## config.mk

```make
export PLATFORM = sky130hd
export DESIGN_NAME = regf_resp_writer
export DESIGN_NICKNAME = d
export VERILOG_FILES = /design/src/rtl/i3c_regf_pkg.sv /design/src/rtl/regf_resp_writer.sv
export SDC_FILE = /design/constraint.sdc
export NUM_CORES = 1
export LEC_CHECK = 0
export ABC_AREA = 0
export CAP_MARGIN = 20
export CORE_MARGIN = 3
export CORE_UTILIZATION = 30
export DETAILED_ROUTE_END_ITERATION = 7
export HOLD_SLACK_MARGIN = 0.06
export PLACE_DENSITY = 0.61
export RECOVER_POWER = 25
export SETUP_SLACK_MARGIN = 0.15
export SLEW_MARGIN = 10
export SYNTH_ARGS = -nofsm -noshare
export SYNTH_HDL_FRONTEND = slang
export SYNTH_SLANG_ARGS = --single-unit
```

## constraint.sdc

```tcl
create_clock -name i_rspw_clk -period 4.73 [get_ports i_rspw_clk]
set_input_delay 0.473 -clock i_rspw_clk [delete_from_list [all_inputs] [get_ports i_rspw_clk]]
set_output_delay 0.473 -clock i_rspw_clk [all_outputs]
set_load 0.02 [all_outputs]
```

## src/rtl/i3c_regf_pkg.sv

```systemverilog
// Shared register-file definitions: response descriptor layout, error codes
// and the response-writer state encoding.
package i3c_regf_pkg;

  localparam int unsigned RESP_DESC_W     = 32;
  localparam int unsigned RESP_DESC_BYTES = 4;

  localparam int unsigned RESP_ERR_MSB = 31;
  localparam int unsigned RESP_ERR_LSB = 28;
  localparam int unsigned RESP_TID_MSB = 27;
  localparam int unsigned RESP_TID_LSB = 24;
  localparam int unsigned RESP_LEN_MSB = 15;
  localparam int unsigned RESP_LEN_LSB = 0;

  localparam logic [3:0] RESP_ERR_SUCCESS   = 4'h0;
  localparam logic [3:0] RESP_ERR_CRC       = 4'h1;
  localparam logic [3:0] RESP_ERR_PARITY    = 4'h2;
  localparam logic [3:0] RESP_ERR_FRAME     = 4'h3;
  localparam logic [3:0] RESP_ERR_ADDR_NACK = 4'h4;
  localparam logic [3:0] RESP_ERR_OVERFLOW  = 4'h5;
  localparam logic [3:0] RESP_ERR_NACK      = 4'h6;
  localparam logic [3:0] RESP_ERR_ABORTED   = 4'h8;
  localparam logic [3:0] RESP_ERR_NOT_SUPP  = 4'h9;

  typedef enum logic [1:0] {
    IDLE  = 2'd0,
    WRITE = 2'd1,
    DONE  = 2'd2
  } rspw_state_e;

  // Reserved bits [23:16] stay zero.
  function automatic logic [RESP_DESC_W-1:0] pack_resp_desc(
    input logic [3:0]  err,
    input logic [3:0]  tid,
    input logic [15:0] len
  );
    logic [RESP_DESC_W-1:0] d;
    d = '0;
    d[RESP_ERR_MSB:RESP_ERR_LSB] = err;
    d[RESP_TID_MSB:RESP_TID_LSB] = tid;
    d[RESP_LEN_MSB:RESP_LEN_LSB] = len;
    return d;
  endfunction

  function automatic logic [7:0] resp_desc_byte(
    input logic [RESP_DESC_W-1:0] d,
    input logic [1:0]             k
  );
    return 8'(d >> {k, 3'b000});
  endfunction

endpackage

```

## src/rtl/regf_resp_writer.sv

```systemverilog
// Packs engine response fields into a 32-bit descriptor and writes it
// little-endian, one byte at a time, through the shared reg_file write port.
module regf_resp_writer
  import i3c_regf_pkg::*;
#(
  parameter int unsigned ADDR_W  = 12,
  parameter int unsigned WR_HOLD = 2
) (
  input  logic              i_rspw_clk,
  input  logic              i_rspw_rst_n,
  input  logic              i_engine_resp_valid,
  input  logic [3:0]        i_engine_TID,
  input  logic [3:0]        i_engine_err_status,
  input  logic [15:0]       i_engine_data_len,
  input  logic [ADDR_W-1:0] i_engine_resp_addr,
  input  logic              i_rspw_stall,
  output logic              o_rspw_ready,
  output logic              o_rspw_done,
  output logic              o_rspw_overrun,
  output logic              o_regf_wr_en,
  output logic [ADDR_W-1:0] o_regf_addr,
  output logic [7:0]        o_regf_data_wr
);

  localparam int unsigned HOLD_W = (WR_HOLD > 1) ? $clog2(WR_HOLD) : 1;
  localparam int unsigned IDX_W  = 2;
  localparam logic [HOLD_W-1:0] HOLD_LAST = HOLD_W'(WR_HOLD - 1);
  localparam logic [IDX_W-1:0]  IDX_LAST  = IDX_W'(RESP_DESC_BYTES - 1);

  rspw_state_e            state_q, state_d;
  logic [RESP_DESC_W-1:0] desc_q, desc_d;
  logic [ADDR_W-1:0]      base_q, base_d;
  logic [IDX_W-1:0]       idx_q, idx_d;
  logic [HOLD_W-1:0]      hold_q, hold_d;
  logic                   ready_q, ready_d;
  logic                   done_q, done_d;
  logic                   overrun_q, overrun_d;
  logic                   wr_en_q, wr_en_d;
  logic [ADDR_W-1:0]      addr_q, addr_d;
  logic [7:0]             data_q, data_d;
  logic [RESP_DESC_W-1:0] new_desc;
  logic [IDX_W-1:0]       idx_next;

  assign new_desc = pack_resp_desc(i_engine_err_status, i_engine_TID, i_engine_data_len);
  assign idx_next = idx_q + IDX_W'(1);

  // Next-state and next-output logic.
  always_comb begin
    state_d   = state_q;
    desc_d    = desc_q;
    base_d    = base_q;
    idx_d     = idx_q;
    hold_d    = hold_q;
    ready_d   = ready_q;
    done_d    = 1'b0;
    overrun_d = overrun_q;
    wr_en_d   = wr_en_q;
    addr_d    = addr_q;
    data_d    = data_q;

    case (state_q)
      IDLE: begin
        ready_d = 1'b1;
        wr_en_d = 1'b0;
        if (i_engine_resp_valid) begin
          state_d = WRITE;
          desc_d  = new_desc;
          base_d  = i_engine_resp_addr;
          idx_d   = '0;
          hold_d  = '0;
          ready_d = 1'b0;
          wr_en_d = 1'b1;
          addr_d  = i_engine_resp_addr;
          data_d  = resp_desc_byte(new_desc, 2'd0);
        end
      end
      WRITE: begin
        if (i_engine_resp_valid) overrun_d = 1'b1;
        // A stalled cycle freezes the byte and its hold count.
        if (!i_rspw_stall) begin
          if (hold_q == HOLD_LAST) begin
            if (idx_q == IDX_LAST) begin
              state_d = DONE;
              wr_en_d = 1'b0;
              done_d  = 1'b1;
              idx_d   = '0;
              hold_d  = '0;
            end else begin
              idx_d  = idx_next;
              hold_d = '0;
              addr_d = base_q + ADDR_W'(idx_next);
              data_d = resp_desc_byte(desc_q, idx_next);
            end
          end else begin
            hold_d = hold_q + HOLD_W'(1);
          end
        end
      end
      DONE: begin
        if (i_engine_resp_valid) overrun_d = 1'b1;
        state_d = IDLE;
        ready_d = 1'b1;
      end
      default: begin
        state_d = IDLE;
        ready_d = 1'b1;
        wr_en_d = 1'b0;
      end
    endcase
  end

  always_ff @(posedge i_rspw_clk or negedge i_rspw_rst_n) begin
    if (!i_rspw_rst_n) begin
      state_q   <= IDLE;
      desc_q    <= '0;
      base_q    <= '0;
      idx_q     <= '0;
      hold_q    <= '0;
      ready_q   <= 1'b1;
      done_q    <= 1'b0;
      overrun_q <= 1'b0;
      wr_en_q   <= 1'b0;
      addr_q    <= '0;
      data_q    <= '0;
    end else begin
      state_q   <= state_d;
      desc_q    <= desc_d;
      base_q    <= base_d;
      idx_q     <= idx_d;
      hold_q    <= hold_d;
      ready_q   <= ready_d;
      done_q    <= done_d;
      overrun_q <= overrun_d;
      wr_en_q   <= wr_en_d;
      addr_q    <= addr_d;
      data_q    <= data_d;
    end
  end

  // The host owns the port during a stall cycle, so the enable yields at once.
  assign o_regf_wr_en   = wr_en_q & ~i_rspw_stall;
  assign o_rspw_ready   = ready_q;
  assign o_rspw_done    = done_q;
  assign o_rspw_overrun = overrun_q;
  assign o_regf_addr    = addr_q;
  assign o_regf_data_wr = data_q;

endmodule

```

---- Word-level counts from Yosys, hierarchy flattened ----
Cells that the tools add are included.
operators by class
  add/subtract/negate cells ............... 3
  equality and inequality tests ........... 8
  shifts and indexed selects .............. 1
  multiplexer cells ....................... 35
  bitwise logic cells ..................... 3
  reductions and logical operators ........ 10
operators with widths
  cell                                                                   number
  12-bit 2-to-1 mux                                                      4
  8-bit 2-to-1 mux                                                       4
  32-bit by 5-bit >> shifter with 8-bit output                           1
  12-bit case mux with 2 select lines                                    1
  2-bit 2-to-1 mux                                                       8
  8-bit case mux with 2 select lines                                     1
  12-bit by 2-bit adder with 12-bit output                               1
  1-bit 2-to-1 mux                                                       12
  4-bit AND reduction                                                    3
  2-bit inequality test, second input constant                           5
  2-bit case mux with 2 select lines                                     2
  5-bit AND reduction                                                    1
  2-bit equality test, second input constant                             2
  1-bit case mux with 2 select lines                                     2
  2-bit AND reduction                                                    2
  1-bit case mux with 3 select lines                                     1
  3-bit AND reduction                                                    1
  2-bit by 1-bit adder with 2-bit output, second input constant          1
  2-bit by 1-bit equality test with 1-bit output, second input constant  1
  2-bit zero test                                                        1
  1-bit inverter                                                         2
  2-bit nonzero test                                                     1
  2-bit OR reduction                                                     1
  1-bit adder, second input constant                                     1
  1-bit AND                                                              1
word-level totals
  bits in registers ....................... 65
  input bits .............................. 40
  output and inout bits ................... 24
  word-level logic and storage cells ...... 71

---- Longest topological paths before layout ----
Gate-level depths: netlist of the first run.
  word-level depth ........................ 6
  mapped depth ............................ 8
  depth with buffers taken out ............ 7

---- Least setup slack after synthesis of the first run ----
No wires, ideal clock.
  path type ............................... reg2reg
  start point ............................. register idx_q[0]
  end point ............................... register addr_q[6], in the netlist o_regf_addr[6]
  setup time .............................. 125 ps
  arrival time ............................ 1931 ps
  data required time ...................... 4605 ps
  setup slack ............................. 2675 ps
  cell stages (with the launch flop) ...... 9
  buffers on the path ..................... 1
  clock period less this slack ............ 2055 ps
  path through ............................ dfrtp_1 -> clkbuf_1 -> inv_1 -> ha_1 -> fa_1 -> nand3_1 -> or3_1 -> a31oi_1 -> mux2_2
on the way
  longest elaborated chain between the ends .. 6
  elaborated cells on any way between the ends .. 9
  those cells by class .................... add/sub: 2; eq/ne: 2; mux: 4; reduce/logical: 1
RTL lines
  element                                   line                     RTL
  from (decl)                               regf_resp_writer.sv:33   logic [IDX_W-1:0] idx_q, idx_d;
  from (signal assigned)                    regf_resp_writer.sv:129  idx_q <= idx_d;
  2-bit by 1-bit adder with 2-bit output    regf_resp_writer.sv:45   assign idx_next = idx_q + IDX_W'(1);
  12-bit by 2-bit adder with 12-bit output  regf_resp_writer.sv:91   addr_d = base_q + ADDR_W'(idx_next);
  12-bit 2-to-1 mux                         regf_resp_writer.sv:82   if (idx_q == IDX_LAST) begin
  12-bit 2-to-1 mux                         regf_resp_writer.sv:81   if (hold_q == HOLD_LAST) begin
  12-bit 2-to-1 mux                         regf_resp_writer.sv:80   if (!i_rspw_stall) begin
  12-bit case mux with 2 select lines       regf_resp_writer.sv:61   case (state_q)
  to (signal assigned)                      regf_resp_writer.sv:135  addr_q <= addr_d;
  to (decl)                                 regf_resp_writer.sv:39   logic [ADDR_W-1:0] addr_q, addr_d;
Several ways; a longest one is shown, not always the timed one. The select of a mux whose other input is x is not followed.
A chain may end at the register's enable or synchronous reset.

==> impl_metrics.py, run 1 <==
metrics = {
    "yosys": {
        "ys_types": 37,
        "ys_top_cells_by_area": "dfrtp_1 50%, mux2_2 14%, mux2i_1 6.3%, ha_1 3.1%, nand2_1 2.8%",
        "netlist_area_um2": 3190,
        "synthArstFlopShare_pct": 100,
        "synth_fp_nets": 319,
        "ys_seq_elements": 65,
        "synth_top_area_cell": "dfrtp_1",
        "syn_avg_cell_area_um2": 11.8,
        "synth_top_cell_area_share_pct": 50.3,
        "netlist_instances": 270,
        "ys_seq_area_share_pct": 51.1,
        "synth_edf_count": 0,
        "synth_warnings": 0,
        "yosys_most_used_dff": "dfrtp_1",
    },
    "power_and_ir_drop": {
        "intPower_mw": 1.83,
        "switchingPower_mw": 1.04,
        "ir_drop_mv": 0.267,
        "power_mw": 2.87,
        "clkPwrFrac_pct": 20.4,
        "pwr-share-comb_pct": 44.0,
        "seq_power_share_pct": 35.6,
        "power_leakage_nw": 1.70,
        "swShare_pct": 36.1,
        "p_per_area_nw_per_um2": 686,
    },
    "drt": {
        "drt-total-wl_mm": 6.94,
        "dr_total_vias": 2253,
        "dr.first_iter.drc_count": 53,
        "route.detailed.drc": 0,
        "wl_per_cell_um": 14.7,
        "drtAntennaViolNets": 0,
        "vias_per_cell": 4.78,
        "drtPass1Iterations": 4,
    },
    "timing": {
        "fin_skew_ns": 0.00860,
        "maxSlewViolCount": 46,
        "rsz0062_at_grt": "no",
        "setup_viol": 0,
        "hold_viol_final": 0,
        "tns_ns": 0,
        "max_slew_margin_pct": -59.8,
        "whs_ns": 0.320,
        "tightest_slew_ns": 2.40,
        "fin_crit_ns": 3.12,
        "fmax_mhz": 321,
        "fin_crit_sh_pct": 66.0,
    },
    "worst_setup_path": {
        "cp_slowest_cell": "clkbuf_1",
        "path_buf_inv": 2,
        "path_depth": 2,
        "cp-endpoint": "desc_q[30]",
        "worstSetupStartpoint": "i_rspw_rst_n",
        "crit_family": "buffers and inverters",
        "path_common_cell": "clkbuf_1",
        "required_ns": 4.69,
        "start_kind": "input port",
        "reg2reg_to": "o_regf_addr[5]",
        "critical-path-max-stage-delay_ns": 1.77,
        "r2r_start": "idx_q[0]",
        "reg2reg_depth": 6,
        "cp_max_fo": 45,
        "cp.arrival_ns": 3.08,
        "regToRegSetupSlack_ns": 1.92,
        "worstSetupPathType": "in -> async",
        "endpoint_kind": "async pin",
        "crit_path_cell_trace": "clkbuf_1, clkbuf_1",
    },
    "clock_network": {
        "clk_pin_slew_ns": 0.07,
        "hold_buffers": 0,
        "cts_made_buffers": 9,
        "cts-htree-levels": 3,
        "cts_resized": 0,
        "clkSinkCount": 65,
        "cts_tree": "yes",
        "clkLatencyLatePin_ns": 0.34,
        "post_cts.repair.setup_buffers": 0,
        "cts-root-buf": "clkbuf_8",
        "clk_path_buf_depth": 2,
    },
    "floorplanning": {
        "core_um2": 10000,
        "ioPinCount": 64,
        "initial_core_util_pct": 31.7,
        "rows": 36,
        "die-width_um": 109,
        "die-area_um2": 11900,
        "die_h_um": 109,
    },
    "final_layout": {
        "area_growth_pct": 31.3,
        "fin_nets": 382,
        "drive_gt1_share_pct": 19.2,
        "fill_cells": 971,
        "antenna-diode-count": 0,
        "fin_cells": 471,
    },
    "min_path": {
        "hold_class": "in -> async",
    },
    "outcome": {
        "run_status": "finished, violations left",
        "violations": "max-capacitance violations, max-slew violations",
    },
    "grt": {
        "grt_first_pass_wirelength_mm": 11.6,
        "grt_max_degree": 46,
        "grt_overflow": 0,
        "antenna_found_initial": 0,
        "track_usage_pct": 12.7,
        "grt_pass1_vias": 2342,
    },
    "placement": {
        "placed_cells": 455,
        "portBuffers": 63,
        "dp_hpwl_mm": 4.95,
        "place.gp.congestion": 0.757,
    },
    "flow_run": {
        "cap_viol_max_count": 1,
    },
}
## logic make-up (layout without fill, tap and decap cells)
kind of cell             count (synthesis)  in the layout  synth area share [%]
AO/OA/AOI/OAI                           47             47                  9.86
XOR/XNOR                                 7              7                  1.92
adder cells (fa/ha/maj)                  9              9                  3.77
buffers and inverters                   22             90                  3.02
flip-flops                              65             65                  51.1
multiplexers                            61             61                  20.8
AND/OR/NAND/NOR                         59             59                  9.58
## Yosys cell counts (3+ instances only)
cell / n
ha_1: 8
nand3b_1: 5
xnor2_1: 7
nand2_1: 24
dfrtp_1: 64
inv_1: 8
a21oi_1: 4
o21ai_0: 8
o21ai_1: 12
nor3_1: 3
buf_2: 11
mux2i_1: 20
clkbuf_1: 3
a31oi_1: 3
or3_1: 4
mux2_2: 41
nor2b_1: 4
nor2_1: 6
o2bb2ai_1: 7
o211ai_1: 5
nand3_1: 4
## area by class of cell
cell class	instances	area, µm²	share of cell area (%)
tap	133	166	3.98
sequential	65	1630	38.9
timing repair buffer	66	643	15.4
multi-input combinational	183	1470	35.0
clock buffer	10	138	3.29
clock inverter	6	115	2.75
inverter	8	30.0	0.717
## flip-flops by register name, indices dropped and copies added (netlist names)
signal          cells
o_rspw_done         1
o_rspw_overrun      1
o_regf_addr        12
hold_q              1
base_q             12
desc_q             24
o_regf_data_wr      8
wr_en_q             1
state_q             2
o_rspw_ready        1
idx_q               2
## power groups by stage
stage	clock network (mW)	registers, mW	logic, mW
final	0.587	1.02	1.26
after detailed placement	0	1.03	1.29
after CTS	0.604	1.02	1.29
after global routing	0.631	1.06	1.40
after floorplan	0	1.08	0.823
after global placement	0	1.02	1.26
## worst min path at each step
stage | startpoint | end | slack [ns] | cells past startpoint
2_1_floorplan | i_rspw_rst_n | base_q[0] | 0.18 | 0
3_3_place_gp | i_rspw_rst_n | o_regf_addr[10] | 0.46 | 1
3_5_place_dp | i_rspw_rst_n | base_q[9] | 0.46 | 1
4_1_cts | i_rspw_rst_n | base_q[6] | 0.08 | 1
5_1_grt | i_rspw_rst_n | base_q[6] | 0.42 | 1
6_report | i_rspw_rst_n | base_q[6] | 0.32 | 1
## per-stage QoR
stage	utilization (%)	setup slack, ns	cell area, µm²
2_1_floorplan	-	2.67	3190
3_3_place_gp	39.2	2.01	3940
3_5_place_dp	39.2	1.91	3940
4_1_cts	41.7	1.90	4190
5_1_grt	41.7	0.902	4190
6_report	41.7	1.61	4190
## cell usage in the layout, fill, tap and decap left out, drive strengths merged, types with 3 or more instances in the layout
| master | synthesis | layout |
|---|---|---|
| mux2 | 41 | 41 |
| nor2 | 6 | 6 |
| nand2 | 25 | 25 |
| mux2i | 20 | 20 |
| dfrtp | 64 | 64 |
| o2bb2ai | 7 | 7 |
| a31oi | 3 | 3 |
| ha | 8 | 8 |
| nand3b | 5 | 5 |
| clkdlybuf4s50 | 0 | 62 |
| clkbuf | 3 | 12 |
| nor2b | 4 | 4 |
| bufinv | 0 | 3 |
| or3 | 4 | 4 |
| a21oi | 5 | 5 |
| nor3 | 3 | 3 |
| xnor2 | 7 | 7 |
| inv | 8 | 8 |
| o211ai | 5 | 5 |
| o21ai | 20 | 20 |
| nand3 | 4 | 4 |
## per-layer routing
layer	vias to the layer above	GRT usage [%]	routed length [µm]
met5	-	0	0
met4	0	4.51	86
met3	8	4.32	441
met2	62	19.9	3170
met1	1092	16.2	3240
li1	1091	-	-
Power figures use the tool's default switching activity.
==> inputs of run 2 (changes only) <==
Clock period 4.73 ns to 2.9 ns, I/O delays scaled along.
==> run 2 against run 1 <==
Effect of this change: sequential power rose by 61%; die area did not move; sequential cell count did not move; via count fell by 0.67%; count of clock-buffer cells in the layout rose by 2; the flow still finishes with violations (max-capacitance violations, max-slew violations); clock power rose by 49%; setup slack got worse by 0.91 ns.
==> impl_metrics.py, run 2 (synthesis gave the netlist of run 1 again) <==
metrics = {
    "outcome": {
        "run_status": "finished, violations left",
        "violations": "max-capacitance violations, max-slew violations",
    },
    "timing": {
        "whs_ns": 0.467,
        "fmax_mhz": 455,
        "hold_viol_final": 0,
        "tns_ns": 0,
        "worst_slack_ns": 0.702,
        "fin_crit_sh_pct": 75.8,
        "rsz0062_at_grt": "no",
        "maxSlewViolCount": 32,
        "tightest_slew_ns": 1.83,
        "setup_viol": 0,
        "fin_skew_ns": 0.00951,
        "fin_crit_ns": 2.20,
        "max_slew_margin_pct": -21.8,
    },
    "grt": {
        "grt_max_degree": 35,
        "track_usage_pct": 12.2,
        "antenna_found_initial": 0,
        "grt_overflow": 0,
        "grt_pass1_vias": 2274,
        "grt_first_pass_wirelength_mm": 11.2,
    },
    "worst_setup_path": {
        "cp_max_fo": 18,
        "endpoint_kind": "register",
        "worstSetupPathType": "reg -> reg",
        "required_ns": 3.16,
        "start_kind": "register",
        "cp.arrival_ns": 2.46,
    },
    "clock_network": {
        "clkSinkCount": 65,
        "cts_made_buffers": 9,
        "cts_tree": "yes",
        "clk_pin_slew_ns": 0.07,
        "clk_path_buf_depth": 2,
        "cts-htree-levels": 3,
        "cts-root-buf": "clkbuf_8",
        "clkLatencyLatePin_ns": 0.33,
    },
    "final_layout": {
        "mostFrequentLayoutCell": "dfrtp_1",
        "fill_cells": 974,
        "largest_reg_flops": 24,
        "top_register": "desc_q",
        "drive_gt1_share_pct": 20.3,
        "fin_cells": 477,
        "antenna-diode-count": 0,
        "design_area_um2": 4230,
        "final_cell_mix": "64 x dfrtp_1, 62 x clkdlybuf4s50_1, 41 x mux2_2",
        "utilization_pct": 42.1,
        "area_growth_pct": 32.6,
        "fin_nets": 388,
    },
    "power_and_ir_drop": {
        "swShare_pct": 36.1,
        "switchingPower_mw": 1.67,
        "clkPwrFrac_pct": 18.9,
        "p_per_area_nw_per_um2": 1090,
        "power_mw": 4.63,
        "seq_power_share_pct": 35.4,
        "power_leakage_nw": 1.72,
        "pwr-share-comb_pct": 45.8,
        "intPower_mw": 2.96,
        "ir_drop_mv": 0.475,
    },
    "drt": {
        "vias_per_cell": 4.69,
        "dr_total_vias": 2238,
        "drt-total-wl_mm": 6.85,
        "drtPass1Iterations": 4,
        "route.detailed.drc": 0,
        "wl_per_cell_um": 14.4,
        "dr.first_iter.drc_count": 39,
        "drtAntennaViolNets": 0,
    },
    "placement": {
        "dp_hpwl_mm": 5.02,
        "portBuffers": 63,
        "place_ws_ns": 0.668,
        "placed_cells": 460,
        "place_area_um2": 3990,
        "place.gp.congestion": 0.795,
    },
    "floorplanning": {
        "ioPinCount": 64,
        "initial_core_util_pct": 31.7,
        "die-width_um": 109,
        "core_um2": 10000,
        "die-area_um2": 11900,
        "rows": 36,
        "die_h_um": 109,
    },
    "flow_run": {
        "cap_viol_max_count": 1,
    },
    "min_path": {
        "hold_class": "reg -> reg",
    },
}
==> run 2: changes by cell type in the layout (fill, tap and decap cells not counted), sizes merged <==
| cell | change |
|---|---|
| clkinv | -2 |
| dlygate4sd3 | +1 |
| bufinv | -1 |
| clkinvlp | +1 |
| buf | +6 |
| clkbuf | +1 |
==> run 2: worst max-delay path, stage by stage, from the launching register on <==
cell     delay, ns
dfrtp_1       0.41
inv_1         0.12
ha_1          0.25
mux2i_1       0.44
a21o_1        0.48
buf_4         0.29
nand2_1       0.07
o21ai_1       0.07
==> run 2: power groups by stage <==
stage | combinational [mW] | clock [mW] | sequential (mW)
2_1_floorplan | 1.34 | 0 | 1.75
3_3_place_gp | 2.11 | 0 | 1.64
4_1_cts | 2.16 | 0.908 | 1.64
6_report | 2.12 | 0.872 | 1.64
3_5_place_dp | 2.15 | 0 | 1.66
5_1_grt | 2.36 | 0.941 | 1.70
==> run 2: worst paths after layout <==
kind / start / endpoint / slack [ns] / depth (start not counted)
max in group asynchronous: i_rspw_rst_n / state_q[1] / 0.86 / 2
max reg2reg: state_q[0] / o_regf_addr[4] / 0.70 / 7
min: o_rspw_overrun / o_rspw_overrun / 0.47 / 1
min reg2reg: o_rspw_overrun / o_rspw_overrun / 0.47 / 1
max: state_q[0] / o_regf_addr[4] / 0.70 / 7
min in group asynchronous: i_rspw_rst_n / o_regf_addr[9] / 0.98 / 2
==> run 2: layer usage <==
layer  routed length (µm)  track usage (%)  vias to the layer above
met3                  401             4.74                        4
met5                    0                0                        -
met1                 3270             16.6                     1078
li1                     -                -                     1100
met4                   35             2.43                        0
met2                 3130             18.6                       56
==> run 2: layout make-up <==
class / instances / area (µm²) / share of cell area [%]
clock buffer: 12 / 155 / 3.67
inverter: 8 / 30.0 / 0.710
sequential: 65 / 1630 / 38.5
clock inverter: 4 / 75.1 / 1.78
timing repair buffer: 72 / 707 / 16.7
multi-input combinational: 183 / 1470 / 34.7
tap: 133 / 166 / 3.94
==> run 2: repair_timing <==
item | in CTS | in global routing
endpoints found under the hold margin | 30 | 0
buffers inserted | 0 | 0
resized for setup | 0 | 0
hold buffers | 1 | 0
==> inputs of run 3 (changes only) <==
Clock period 2.9 ns to 2.2 ns, I/O delays scaled along.
==> run 3 against run 2 <==
Effect of this change: the run now ends clean; clock skew grew 0.0024 ns; register-to-register slack worse by 0.43 ns; cell area increased by 0.15%; critical path type unchanged; non-clock buffer count increased by 2; critical path depth fell by 1; sequential cell count unchanged; setup slack worse by 0.43 ns; wire length is 3.3% higher; sequential power up 32%; total power rose by 31%; die area did not move; sequential share of layout area shrank 0.057 points.
==> impl_metrics.py, run 3 (synthesis gave the netlist of run 1 again) <==
metrics = {
    "final_layout": {
        "regArea_um2": 1630,
        "area_growth_pct": 32.8,
        "fill_cells": 982,
        "top_register": "desc_q",
        "fin_cells": 479,
        "mostFrequentLayoutCell": "dfrtp_1",
        "drive_gt1_share_pct": 22.0,
        "final_cell_mix": "64 x dfrtp_1, 62 x clkdlybuf4s50_1, 41 x mux2_2",
        "multiInputGateArea_um2": 1480,
        "largest_reg_flops": 24,
        "fin_nets": 390,
        "antenna-diode-count": 0,
    },
    "worst_setup_path": {
        "start_kind": "register",
        "path_buf_inv": 0,
        "crit_family": "adder cells",
        "cp_slowest_cell": "fa_1",
        "required_ns": 2.43,
        "endpoint_kind": "register",
        "worstSetupPathType": "reg -> reg",
        "crit_path_cell_trace": "ha_1, fa_1, nand3_2, or3_1, a31oi_1, mux2_2",
        "cp.arrival_ns": 2.16,
        "critical-path-max-stage-delay_ns": 0.46,
        "cp_max_fo": 5,
    },
    "grt": {
        "grt_max_degree": 34,
        "antenna_found_initial": 0,
        "track_usage_pct": 12.7,
        "grt_pass1_vias": 2298,
        "grt_first_pass_wirelength_mm": 11.6,
        "grt_overflow": 0,
    },
    "timing": {
        "tightest_slew_ns": 0.863,
        "rsz0062_at_grt": "yes",
        "maxSlewViolCount": 0,
        "fin_crit_ns": 1.93,
        "fmax_mhz": 517,
        "hold_viol_final": 0,
        "tns_ns": 0,
        "setup_viol": 0,
        "max_slew_margin_pct": 42.4,
        "whs_ns": 0.461,
        "fin_skew_ns": 0.0119,
        "fin_crit_sh_pct": 87.8,
    },
    "clock_network": {
        "cts-root-buf": "clkbuf_8",
        "cts_tree": "yes",
        "clkSinkCount": 65,
        "clk_pin_slew_ns": 0.08,
        "cts-htree-levels": 3,
        "cts_made_buffers": 9,
        "clkLatencyLatePin_ns": 0.35,
        "post_cts.repair.setup_buffers": 0,
        "clk_path_buf_depth": 2,
    },
    "floorplanning": {
        "die_h_um": 109,
        "die-area_um2": 11900,
        "initial_core_util_pct": 31.7,
        "ioPinCount": 64,
        "core_um2": 10000,
        "die-width_um": 109,
        "rows": 36,
    },
    "drt": {
        "dr.first_iter.drc_count": 91,
        "drtAntennaViolNets": 0,
        "drt-total-wl_mm": 7.07,
        "vias_per_cell": 4.82,
        "route.detailed.drc": 0,
        "dr_total_vias": 2309,
        "drtPass1Iterations": 4,
        "wl_per_cell_um": 14.8,
    },
    "min_path": {
        "hold_class": "reg -> reg",
    },
    "power_and_ir_drop": {
        "switchingPower_mw": 2.30,
        "intPower_mw": 3.78,
        "power_leakage_nw": 1.73,
        "swShare_pct": 37.9,
        "power_mw": 6.08,
        "seq_power_share_pct": 35.5,
        "ir_drop_mv": 0.509,
        "pwr-share-comb_pct": 47.3,
        "p_per_area_nw_per_um2": 1440,
        "clkPwrFrac_pct": 17.2,
    },
    "placement": {
        "dp_hpwl_mm": 5.10,
        "place.gp.congestion": 0.783,
        "placed_cells": 462,
        "portBuffers": 63,
    },
    "outcome": {
        "run_status": "completed",
    },
    "flow_run": {
        "cap_viol_max_count": 0,
    },
}
## run 3: changes by cell type in the layout (fill, tap and decap cells not counted), moves of 2 or more
cell and delta:
buf_4 +2, clkbuf_1 -2, clkbuf_8 -2, clkinv_4 +2, inv_6 +2
## run 3: final cells by class
cell class                 count  share of cell area [%]
sequential                    65                    38.5
multi-input combinational    183                    35.1
timing repair buffer          74                    17.1
tap                          133                    3.93
clock buffer                   9                    2.93
clock inverter                 7                    1.83
inverter                       8                   0.709
## run 3: worst register-to-register path, cell delays in order, from the launching register on
cell     delay (ns)
dfrtp_1        0.40
ha_1           0.35
fa_1           0.46
nand3_2        0.15
or3_1          0.12
a31oi_1        0.07
mux2_2         0.26
## run 3: through the flow
stage	cell area (µm²)	worst slack [ns]	utilization (%)
global placement	4000	0.183	39.8
detailed placement	4000	0.158	39.8
CTS	4220	0.193	42.0
global route	4230	0.139	42.1
finish	4230	0.268	42.1
floorplan	3190	0.256	-
## run 3: final timing paths
| kind | start | to | slack (ns) | cells past startpoint |
|---|---|---|---|---|
| worst max-delay path | idx_q[0] | o_regf_addr[6] | 0.27 | 6 |
| worst min-delay path | o_rspw_overrun | o_rspw_overrun | 0.46 | 1 |
| worst max register to register | idx_q[0] | o_regf_addr[6] | 0.27 | 6 |
| worst min register to register | o_rspw_overrun | o_rspw_overrun | 0.46 | 1 |
| max in group asynchronous | i_rspw_rst_n | o_regf_addr[0] | 1.01 | 3 |
| min in group asynchronous | i_rspw_rst_n | o_regf_addr[10] | 0.51 | 2 |
## run 3: power by group through the flow
stage | sequential (mW) | clock, mW | combinational [mW]
finish | 2.16 | 1.05 | 2.87
global route | 2.25 | 1.13 | 3.15
CTS | 2.16 | 1.08 | 2.90
detailed placement | 2.18 | 0 | 2.88
global placement | 2.17 | 0 | 2.83
floorplan | 2.31 | 0 | 1.77
## run 3: layer usage
layer / track usage (%) / part of all wire, % / vias up
li1: - / - / 1109
met1: 16.5 / 45 / 1130
met2: 19.7 / 47 / 61
met3: 4.20 / 6.8 / 9
met4: 4.60 / 1.2 / 0
met5: 0 / 0 / -
## run 3: repair_timing
action,in CTS,in global routing
pin swaps,0,0
hold endpoints to repair,31,0
resized for setup,1,2
endpoints found under the setup margin,1,2
hold buffers,1,0
